<file path="src/rtl/trace_serialiser_if.sv">
// Byte-stream channel from the trace serialiser to its sink.
// The master drives data/valid; the slave returns ready.
interface trace_serialiser_if;
    logic [7:0] tx_data;
    logic       tx_valid;
    logic       tx_ready;

    modport master (
        output tx_data,
        output tx_valid,
        input  tx_ready
    );

    modport slave (
        input  tx_data,
        input  tx_valid,
        output tx_ready
    );
endinterface

</file>
<file path="src/rtl/trace_serialiser.sv">
// Buffers fixed-width trace records and emits each as a frame: header byte,
// record bytes LSB first, XOR checksum; an end marker follows once the source locks.
module trace_serialiser #(
    parameter int unsigned RECORD_BYTES = 12,
    parameter int unsigned FIFO_DEPTH   = 4,
    parameter logic [7:0]  HDR_BYTE     = 8'hA5,
    parameter logic [7:0]  END_BYTE     = 8'h5A
) (
    input  logic                          clk,
    input  logic                          rst,
    input  logic                          trace_valid_i,
    input  logic [RECORD_BYTES*8-1:0]     trace_data_i,
    input  logic                          trace_capture_enable_i,
    input  logic                          lock_i,
    trace_serialiser_if.master            tx,
    output logic [$clog2(FIFO_DEPTH):0]   fifo_level_o,
    output logic [15:0]                   overflow_count_o,
    output logic                          done_o
);

    localparam int unsigned RW = RECORD_BYTES * 8;
    localparam int unsigned PW = (FIFO_DEPTH > 1) ? $clog2(FIFO_DEPTH) : 1;
    localparam int unsigned LW = $clog2(FIFO_DEPTH) + 1;
    localparam int unsigned IW = (RECORD_BYTES > 1) ? $clog2(RECORD_BYTES) : 1;
    localparam logic [IW-1:0] LAST_IDX = IW'(RECORD_BYTES - 1);
    localparam logic [LW-1:0] FULL_LVL = LW'(FIFO_DEPTH);

    typedef enum logic [2:0] {
        ST_IDLE = 3'd0,
        ST_HDR  = 3'd1,
        ST_BODY = 3'd2,
        ST_CSUM = 3'd3,
        ST_END  = 3'd4,
        ST_DONE = 3'd5
    } state_e;

    function automatic logic [7:0] csum_fold(input logic [7:0] acc, input logic [7:0] b);
        return acc ^ b;
    endfunction

    function automatic logic is_tx_state(input state_e s);
        return (s == ST_HDR) || (s == ST_BODY) || (s == ST_CSUM) || (s == ST_END);
    endfunction

    function automatic logic is_capture_state(input state_e s);
        return (s == ST_IDLE) || (s == ST_HDR) || (s == ST_BODY) || (s == ST_CSUM);
    endfunction

    state_e            state_q, state_d;
    logic [RW-1:0]     shift_q, shift_d;
    logic [IW-1:0]     idx_q, idx_d;
    logic [7:0]        csum_q, csum_d;
    logic [PW-1:0]     wr_ptr_q, wr_ptr_d;
    logic [PW-1:0]     rd_ptr_q, rd_ptr_d;
    logic [LW-1:0]     level_q, level_d;
    logic [15:0]       ovf_q, ovf_d;
    logic              lock_seen_q, lock_seen_d;
    logic              done_q, done_d;
    logic [7:0]        tx_data_q, tx_data_d;
    logic              tx_valid_q, tx_valid_d;
    logic [RW-1:0]     mem_q [FIFO_DEPTH];

    logic              attempt_s;
    logic              push_s;
    logic              drop_s;
    logic              pop_s;
    logic              empty_s;
    logic              full_s;
    logic [RW-1:0]     head_s;

    assign empty_s = (level_q == {LW{1'b0}});
    assign full_s  = (level_q == FULL_LVL);
    assign head_s  = mem_q[rd_ptr_q];

    // Record storage; contents are only meaningful below the level count.
    always_ff @(posedge clk) begin
        if (push_s) begin
            mem_q[wr_ptr_q] <= trace_data_i;
        end
    end

    // Buffer bookkeeping: full is judged on the registered level, before any pop.
    always_comb begin
        attempt_s   = trace_valid_i & trace_capture_enable_i & is_capture_state(state_q);
        push_s      = attempt_s & ~full_s;
        drop_s      = attempt_s & full_s;
        wr_ptr_d    = wr_ptr_q;
        rd_ptr_d    = rd_ptr_q;
        ovf_d       = ovf_q;
        lock_seen_d = lock_seen_q | lock_i;
        if (push_s) begin
            wr_ptr_d = wr_ptr_q + PW'(1'b1);
        end else begin
            wr_ptr_d = wr_ptr_q;
        end
        if (pop_s) begin
            rd_ptr_d = rd_ptr_q + PW'(1'b1);
        end else begin
            rd_ptr_d = rd_ptr_q;
        end
        if (drop_s && (ovf_q != 16'hFFFF)) begin
            ovf_d = ovf_q + 16'd1;
        end else begin
            ovf_d = ovf_q;
        end
        level_d = level_q + LW'(push_s) - LW'(pop_s);
    end

    // Frame sequencer next state and datapath; every advance is gated by tx_ready.
    always_comb begin
        state_d = state_q;
        shift_d = shift_q;
        idx_d   = idx_q;
        csum_d  = csum_q;
        done_d  = done_q;
        pop_s   = 1'b0;
        case (state_q)
            ST_IDLE: begin
                if (!empty_s) begin
                    pop_s   = 1'b1;
                    shift_d = head_s;
                    csum_d  = 8'h00;
                    state_d = ST_HDR;
                end else if (lock_seen_q) begin
                    state_d = ST_END;
                end else begin
                    state_d = ST_IDLE;
                end
            end
            ST_HDR: begin
                if (tx.tx_ready) begin
                    idx_d   = {IW{1'b0}};
                    state_d = ST_BODY;
                end else begin
                    state_d = ST_HDR;
                end
            end
            ST_BODY: begin
                if (tx.tx_ready) begin
                    csum_d  = csum_fold(csum_q, shift_q[7:0]);
                    shift_d = {8'h00, shift_q[RW-1:8]};
                    if (idx_q == LAST_IDX) begin
                        state_d = ST_CSUM;
                    end else begin
                        idx_d   = idx_q + IW'(1'b1);
                        state_d = ST_BODY;
                    end
                end else begin
                    state_d = ST_BODY;
                end
            end
            ST_CSUM: begin
                if (tx.tx_ready) begin
                    // Chain straight into the next header so frames run back to back.
                    if (!empty_s) begin
                        pop_s   = 1'b1;
                        shift_d = head_s;
                        csum_d  = 8'h00;
                        state_d = ST_HDR;
                    end else begin
                        state_d = ST_IDLE;
                    end
                end else begin
                    state_d = ST_CSUM;
                end
            end
            ST_END: begin
                if (tx.tx_ready) begin
                    done_d  = 1'b1;
                    state_d = ST_DONE;
                end else begin
                    state_d = ST_END;
                end
            end
            ST_DONE: begin
                state_d = ST_DONE;
            end
            default: begin
                state_d = ST_IDLE;
            end
        endcase
    end

    // Output decode from the upcoming state, so the byte lines come straight off flops.
    always_comb begin
        tx_valid_d = is_tx_state(state_d);
        tx_data_d  = 8'h00;
        case (state_d)
            ST_HDR:  tx_data_d = HDR_BYTE;
            ST_BODY: tx_data_d = shift_d[7:0];
            ST_CSUM: tx_data_d = csum_d;
            ST_END:  tx_data_d = END_BYTE;
            default: tx_data_d = 8'h00;
        endcase
    end

    // State and datapath registers.
    always_ff @(posedge clk) begin
        if (rst) begin
            state_q     <= ST_IDLE;
            shift_q     <= {RW{1'b0}};
            idx_q       <= {IW{1'b0}};
            csum_q      <= 8'h00;
            wr_ptr_q    <= {PW{1'b0}};
            rd_ptr_q    <= {PW{1'b0}};
            level_q     <= {LW{1'b0}};
            ovf_q       <= 16'h0000;
            lock_seen_q <= 1'b0;
            done_q      <= 1'b0;
            tx_data_q   <= 8'h00;
            tx_valid_q  <= 1'b0;
        end else begin
            state_q     <= state_d;
            shift_q     <= shift_d;
            idx_q       <= idx_d;
            csum_q      <= csum_d;
            wr_ptr_q    <= wr_ptr_d;
            rd_ptr_q    <= rd_ptr_d;
            level_q     <= level_d;
            ovf_q       <= ovf_d;
            lock_seen_q <= lock_seen_d;
            done_q      <= done_d;
            tx_data_q   <= tx_data_d;
            tx_valid_q  <= tx_valid_d;
        end
    end

    assign tx.tx_data       = tx_data_q;
    assign tx.tx_valid      = tx_valid_q;
    assign fifo_level_o     = level_q;
    assign overflow_count_o = ovf_q;
    assign done_o           = done_q;

endmodule

</file>
<file path="src/flat_wrapper.sv">
// flat-port wrapper written by rule: the top's interface ports become plain ports
module trace_serialiser_flat 
#(
    parameter int unsigned RECORD_BYTES = 12,
    parameter int unsigned FIFO_DEPTH   = 4,
    parameter logic [7:0]  HDR_BYTE     = 8'hA5,
    parameter logic [7:0]  END_BYTE     = 8'h5A
)
  (clk, rst, trace_valid_i, trace_data_i, trace_capture_enable_i, lock_i, fifo_level_o, overflow_count_o, done_o, tx_tx_data, tx_tx_valid, tx_tx_ready);
  trace_serialiser_if tx_i ();
  input  logic clk;
  input  logic rst;
  input  logic trace_valid_i;
  input  logic [RECORD_BYTES*8-1:0] trace_data_i;
  input  logic trace_capture_enable_i;
  input  logic lock_i;
  output logic [$clog2(FIFO_DEPTH):0] fifo_level_o;
  output logic [15:0] overflow_count_o;
  output logic done_o;
  output wire logic [$bits(tx_i.tx_data)-1:0] tx_tx_data;
  output wire logic [$bits(tx_i.tx_valid)-1:0] tx_tx_valid;
  input wire logic [$bits(tx_i.tx_ready)-1:0] tx_tx_ready;
  assign tx_tx_data = tx_i.tx_data;
  assign tx_tx_valid = tx_i.tx_valid;
  assign tx_i.tx_ready = tx_tx_ready;
  trace_serialiser #(.RECORD_BYTES(RECORD_BYTES), .FIFO_DEPTH(FIFO_DEPTH), .HDR_BYTE(HDR_BYTE), .END_BYTE(END_BYTE)) u_core (.clk(clk), .rst(rst), .trace_valid_i(trace_valid_i), .trace_data_i(trace_data_i), .trace_capture_enable_i(trace_capture_enable_i), .lock_i(lock_i), .tx(tx_i), .fifo_level_o(fifo_level_o), .overflow_count_o(overflow_count_o), .done_o(done_o));
endmodule
</file>
<file path="config.mk">
export PLATFORM = sky130hd
export DESIGN_NAME = trace_serialiser_flat
export DESIGN_NICKNAME = d
export VERILOG_FILES = /design/src/rtl/trace_serialiser_if.sv /design/src/rtl/trace_serialiser.sv /design/src/flat_wrapper.sv
export SDC_FILE = /design/constraint.sdc
export NUM_CORES = 1
export LEC_CHECK = 0
export ABC_CLOCK_PERIOD_IN_PS = 4620
export CAP_MARGIN = 20
export CORE_MARGIN = 5
export CORE_UTILIZATION = 25
export DETAILED_ROUTE_END_ITERATION = 8
export MAX_ROUTING_LAYER = met4
export PLACE_DENSITY = 0.38
export SYNTH_ARGS = -nofsm -noshare
export SYNTH_HDL_FRONTEND = slang
export SYNTH_SLANG_ARGS = --single-unit
export TNS_END_PERCENT = 50
</file>
<file path="constraint.sdc">
create_clock -name clk -period 4.62 [get_ports clk]
set_clock_uncertainty 0.2 [all_clocks]
set_input_delay 1.155 -clock clk [delete_from_list [all_inputs] [get_ports clk]]
set_output_delay 1.155 -clock clk [all_outputs]
set_load 0.03 [all_outputs]
</file>
**After elaboration in Yosys (flattened, before gate mapping)**

Memories as Yosys holds them, arrays and structs flattened. A register that Yosys moved wholly into a read port is not among the register bits.
Cells that the tools add are included.

- Bits in registers: 145
- ROM bits: 0
- Output and inout bits: 29
- Memories kept: 1
- Word-level logic and storage cells: 86
- Latch bits: 0
- RAM bits: 384
- Input bits: 102

- Shifts and indexed selects: 0
- Divide/modulo/power cells: 0
- $add $sub $neg: 6
- $lt $le $gt $ge: 0
- Muxes and demuxes: 29
- Bitwise gates (word level): 7
- Multiply operators: 0
- Equality and inequality tests: 16
- Reductions and logical operators: 14

Memory list:

| name | words | bits a word | read ports | clocked after Yosys merged registers in | wr ports | line | RTL |
|---|---|---|---|---|---|---|---|
| u_core.mem_q | 4 | 96 | 1 | 1 | 1 | trace_serialiser.sv:61 | `logic [RW-1:0] mem_q [FIFO_DEPTH];` |

Operator list:

| cell | number |
|---|---|
| 2-to-1 mux 96 bit | 3 |
| case mux 96 bit (3 select lines) | 1 |
| case mux 8 bit (4 select lines) | 1 |
| 2-to-1 mux 8 bit | 3 |
| case mux 8 bit (3 select lines) | 1 |
| case mux 3 bit (6 select lines) | 1 |
| adder 16 x 1 -> 16 bit (second input constant) | 1 |
| != test 16 bit (second input constant) | 1 |
| == test 3 x 2 -> 1 bit (second input constant) | 4 |
| == test 3 bit (second input constant) | 4 |
| 2-to-1 mux 4 bit | 3 |
| 2-to-1 mux 1 bit | 8 |
| 2-to-1 mux 2 bit | 4 |
| != test 2 bit (second input constant) | 4 |
| case mux 4 bit (2 select lines) | 1 |
| XOR 8 bit | 1 |
| == test 3 x 1 -> 1 bit (second input constant) | 2 |
| logical NOT 3 bit | 2 |
| logical OR 1 bit | 6 |
| 2-to-1 mux 3 bit | 2 |
| adder 2 x 1 -> 2 bit (second input constant) | 2 |
| adder 4 x 1 -> 4 bit (second input constant) | 1 |
| AND 1 bit | 4 |
| == test 4 bit (second input constant) | 1 |
| 11 further kinds | 11 |

**Logic depth before layout (Yosys ltp)**

- Word-level depth: 8
- Mapped depth: 13
- Depth with buffers taken out: 11

**Worst setup path after synthesis**

OpenSTA, ideal clock, no wires.

- Kind: input-to-reg
- From: input trace_valid_i
- To: memory u_core.mem_q[1][0] (netlist bit) (enable)
- Stages on the path: 4
- Arrival: 3.886 ns
- Setup time: 0.466 ns
- Data required time: 3.954 ns
- Setup slack: 0.068 ns
- Cells stage by stage: nand3b_1 -> nor2b_1 -> clkbuf_1 -> and2_1

- Longest elaborated chain between the ends: 5

Ends and longest elaborated chain:

| element | line | RTL |
|---|---|---|
| from (decl) | flat_wrapper.sv:13 | `input logic trace_valid_i;` |
| AND 1 bit (2 in series) | trace_serialiser.sv:84 | `attempt_s = trace_valid_i & trace_capture_enable_i & is_capture_state(state_q);` |
| AND 1 bit | trace_serialiser.sv:85 | `push_s = attempt_s & ~full_s;` |
| 2-to-1 mux 1 bit | trace_serialiser.sv:77 | `if (push_s) begin` |
| 2-to-1 mux 1 bit (implied by the code) | trace_serialiser.sv:78 | `mem_q[wr_ptr_q] <= trace_data_i;` |
| to (decl) | trace_serialiser.sv:61 |  |

Every way passes these cells.

**Worst setup path in the final report**

- From: input tx_tx_ready
- To: register u_core.tx_data_q[7], in the netlist u_core.tx.tx_data[7]

- Longest elaborated chain between the ends: 4

Ends and longest elaborated chain:

| element | line | RTL |
|---|---|---|
| from (decl) | flat_wrapper.sv:22 | `input wire logic [$bits(tx_i.tx_ready)-1:0] tx_tx_ready;` |
| 2-to-1 mux 1 bit (tied with other cells) | trace_serialiser.sv:168 | `if (tx.tx_ready) begin` |
| case mux 3 bit (6 select lines) | trace_serialiser.sv:117 | `case (state_q)` |
| == test 3 bit (tied with other cells) | trace_serialiser.sv:188 | `case (state_d)` |
| case mux 8 bit (4 select lines) (*) | trace_serialiser.sv:188 |  |
| to (signal assigned) | trace_serialiser.sv:223 | `tx_data_q <= tx_data_d;` |
| to (decl) | trace_serialiser.sv:59 | `logic [7:0] tx_data_q, tx_data_d;` |

Mark *: on every way between the ends. The rest lies on a longest branch, timed or not. The select of a mux whose other input is x is not followed.
A chain may end at the register's enable or synchronous reset.

==> flow_summary.toml <==
[global_routing]
grt_util_all_layers_pct = 11.9
grt_first_pass_wirelength_mm = 76.2
grt_max_degree = 79
grt.overflow.total = 0
grt_pass1_vias = 11500
antenna_found_initial = 4

[timing]
timing.final.crit_share_pct = 74.7
maxSlewHeadroom_pct = 35.9
setup_viol = 0
hold_violations = 0
fin_tns_setup_ps = 0
drv_slew = 0
final.min_clock_period_ps = 3450
rsz0062_at_grt = "false"
worst_slew_pin_slew_ps = 961
fmax_mhz = 290

[logic_synthesis]
synth_area_um2 = 20200
ys_seq_area_share_pct = 71.8
synthSimpleGateAreaFrac_pct = 5.90
yosysTopAreaCell = "edfxtp_1"
synth_top_flop_cell = "edfxtp_1"
synth-seq-cells = 531
synth_compound_gate_area_share_pct = 7.84
synth_top_area_share_pct = 57.2
syn_inst = 1247
muxShareOfSynthArea_pct = 11.3
synthAdderAreaFrac_pct = 0.596
synth-xor-area-share_pct = 0.565
synth_area_leaders = "edfxtp_1 57%, dfxtp_1 15%, mux4_2 11%, a22oi_1 2.8%, a21oi_1 2.6%"
ys_types = 63
synth_top_family_by_area = "multiplexers"
syn_area_per_cell_um2 = 16.2
ys_warn_count = 0
synth_edf_count = 384
async_reset_ff_share_pct = 0
synthesis.nets = 1358

[routing]
dr.first_iter.drc_count = 681
vias = 11100
drc_errors = 0
first_pass_iters = 5
ant_nets = 0
wire_per_inst_um = 20.4
viasPerCell = 4.45
drt_wl_total_mm = 51.0

[cells_and_area]
drive_gt1_share_pct = 16.1
syn2layout_area_growth_pct = 23.1
layout_common_cells = "384 x edfxtp_1, 145 x dfxtp_1, 129 x clkdlybuf4s50_1"
fin_area_um2 = 24800
fillers = 7855
final_nets = 1497
layout_commonest_cell = "edfxtp_1"

[die]
initial_core_util_pct = 25.1
die_area_um2 = 86400
io_pins = 131
row_count = 104
die-height_um = 294
core_area_um2 = 80300
die_x_um = 294

[worst_hold_path]
worstHoldPathType = "reg -> reg"
worstHoldPathCells = 2
holdPathEnd = "u_core.shift_q[11]"
hold_start = "u_core.shift_q[19]"

[power_and_ir_drop]
p_leak_uw = 0.00782
power_density_nw_per_um2 = 562
total_power_uw = 13900
vdd_drop_max_mv = 0.332

[clocking]
clk_pin_slew_ps = 60
clock_latency_ps = 610
cts_buffer_depth = 3
root_buffer = "clkbuf_16"
cts-hold-fix-buffers = 0
cts.repair.resized = 0
htree_levels = 2
post-cts-setup-buffer-count = 0
numCtsBuffers = 60
cts_tree = "yes"
cts_sinks = 531

[critical_path]
r2r_end = "u_core.tx.tx_data[7]"
criticalPathCategory = "in -> reg"
r2r_start = "u_core.state_q[1]"
worst-endpoint-arrival_ps = 3760
reg2reg_slack_ps = 1270
crit_fanout = 78
reg2reg_depth = 8
end_kind = "flip-flop"
crit_path_start_kind = "primary input"
required_ps = 4930

[job]
cap_violations = 0

[run_status]
status = "completed"

[place]
portBuffers = 130
place_hpwl_mm = 30.8
gp_congestion = 0.740
placed_area_um2 = 22800
-- cell families (layout without fill, tap and decap cells) --
| kind of cell | count (synthesis) | count (layout) |
|---|---|---|
| flip-flops | 531 | 531 |
| AND/OR/NAND/NOR | 251 | 251 |
| AO/OA/AOI/OAI | 241 | 241 |
| multiplexers | 107 | 107 |
| buffers and inverters | 95 | 285 |
| XOR/XNOR | 13 | 13 |
| adder cells (fa/ha/maj) | 9 | 9 |
| other | 0 | 1 |
-- synthesized netlist by cell type, types with 6 or more instances --
cell,count
nor3_1,9
or3_1,13
buf_2,24
a221o_1,10
nor2_1,58
ha_1,8
buf_1,10
xor2_1,8
a21oi_1,103
mux4_2,96
nor2b_1,11
dfxtp_1,147
clkbuf_1,39
a211oi_1,6
edfxtp_1,384
nand2_1,107
inv_1,17
mux2i_1,10
nand3_1,10
and3_1,7
o21ai_0,18
a22oi_1,75
-- metal layers --
| layer | wire, um | vias up | share of wire, % | track usage [%] |
|---|---|---|---|---|
| met3 | 2080 | 65 | 4.1 | 2.23 |
| met4 | 1020 | 0 | 2.0 | 3.04 |
| li1 | - | 5161 | - | - |
| met2 | 23900 | 226 | 47 | 18.4 |
| met5 | 0 | - | 0 | - |
| met1 | 23900 | 5654 | 47 | 16.4 |
-- worst max-delay path, cell delays in order --
cell and delay [ps]:
clkdlybuf4s50_1 500, nand3_1 110, a21oi_1 220, nand2_1 210, inv_2 160, buf_4 730, and2_1 270, o211ai_1 120
a211oi_1 250
-- registers in the layout, indices dropped and copies added (netlist names), 3 cells and up, named ones only --
register / flops
u_core.fifo_level_o: 3
u_core.state_q: 3
u_core.csum_q: 8
u_core.idx_q: 4
u_core.overflow_count_o: 16
u_core.mem_q: 384
u_core.shift_q: 96
u_core.tx.tx_data: 8
-- power breakdown --
group	leakage [uW]	total (uW)	switching [uW]	internal, uW
clock network	0.000995	4780	1900	2880
logic	0.00214	3090	1760	1340
registers	0.00468	6070	391	5680
-- layout make-up --
class / instances / area [um2] / area share (%)
diodes: 1 / 2.50 / 0.0101
clock buffers: 95 / 1840 / 7.40
clock inverters: 18 / 183 / 0.736
inverters: 18 / 67.6 / 0.272
multi-input cells: 621 / 5310 / 21.4
repair buffers: 154 / 1610 / 6.50
flip-flops and latches: 531 / 14500 / 58.3
well taps: 1060 / 1330 / 5.34
-- through the flow --
| step | cells | utilization, % | hold slack (ps) | setup WS [ps] |
|---|---|---|---|---|
| floorplan | 1247 | - | 232 | 68.4 |
| global placement | 2383 | 28.4 | 239 | 569 |
| detailed placement | 2383 | 28.4 | 244 | 523 |
| CTS | 2496 | 30.9 | 253 | 1170 |
| global route | 2498 | 30.9 | 269 | 964 |
| finish | 2498 | 30.9 | 250 | 1170 |
-- worst max-delay path by stage --
| stage | from | endpoint | slack [ps] |
|---|---|---|---|
| 3_3_place_gp | tx_tx_ready | u_core.tx.tx_data[7] | 570 |
| 3_5_place_dp | tx_tx_ready | u_core.tx.tx_data[7] | 520 |
| 2_1_floorplan | trace_valid_i | u_core.mem_q[1][0] | 70 |
| 6_report | tx_tx_ready | u_core.tx.tx_data[7] | 1170 |
| 5_1_grt | tx_tx_ready | u_core.tx.tx_data[7] | 960 |
| 4_1_cts | tx_tx_ready | u_core.tx.tx_data[7] | 1170 |
(Power assumes the default switching activity.)
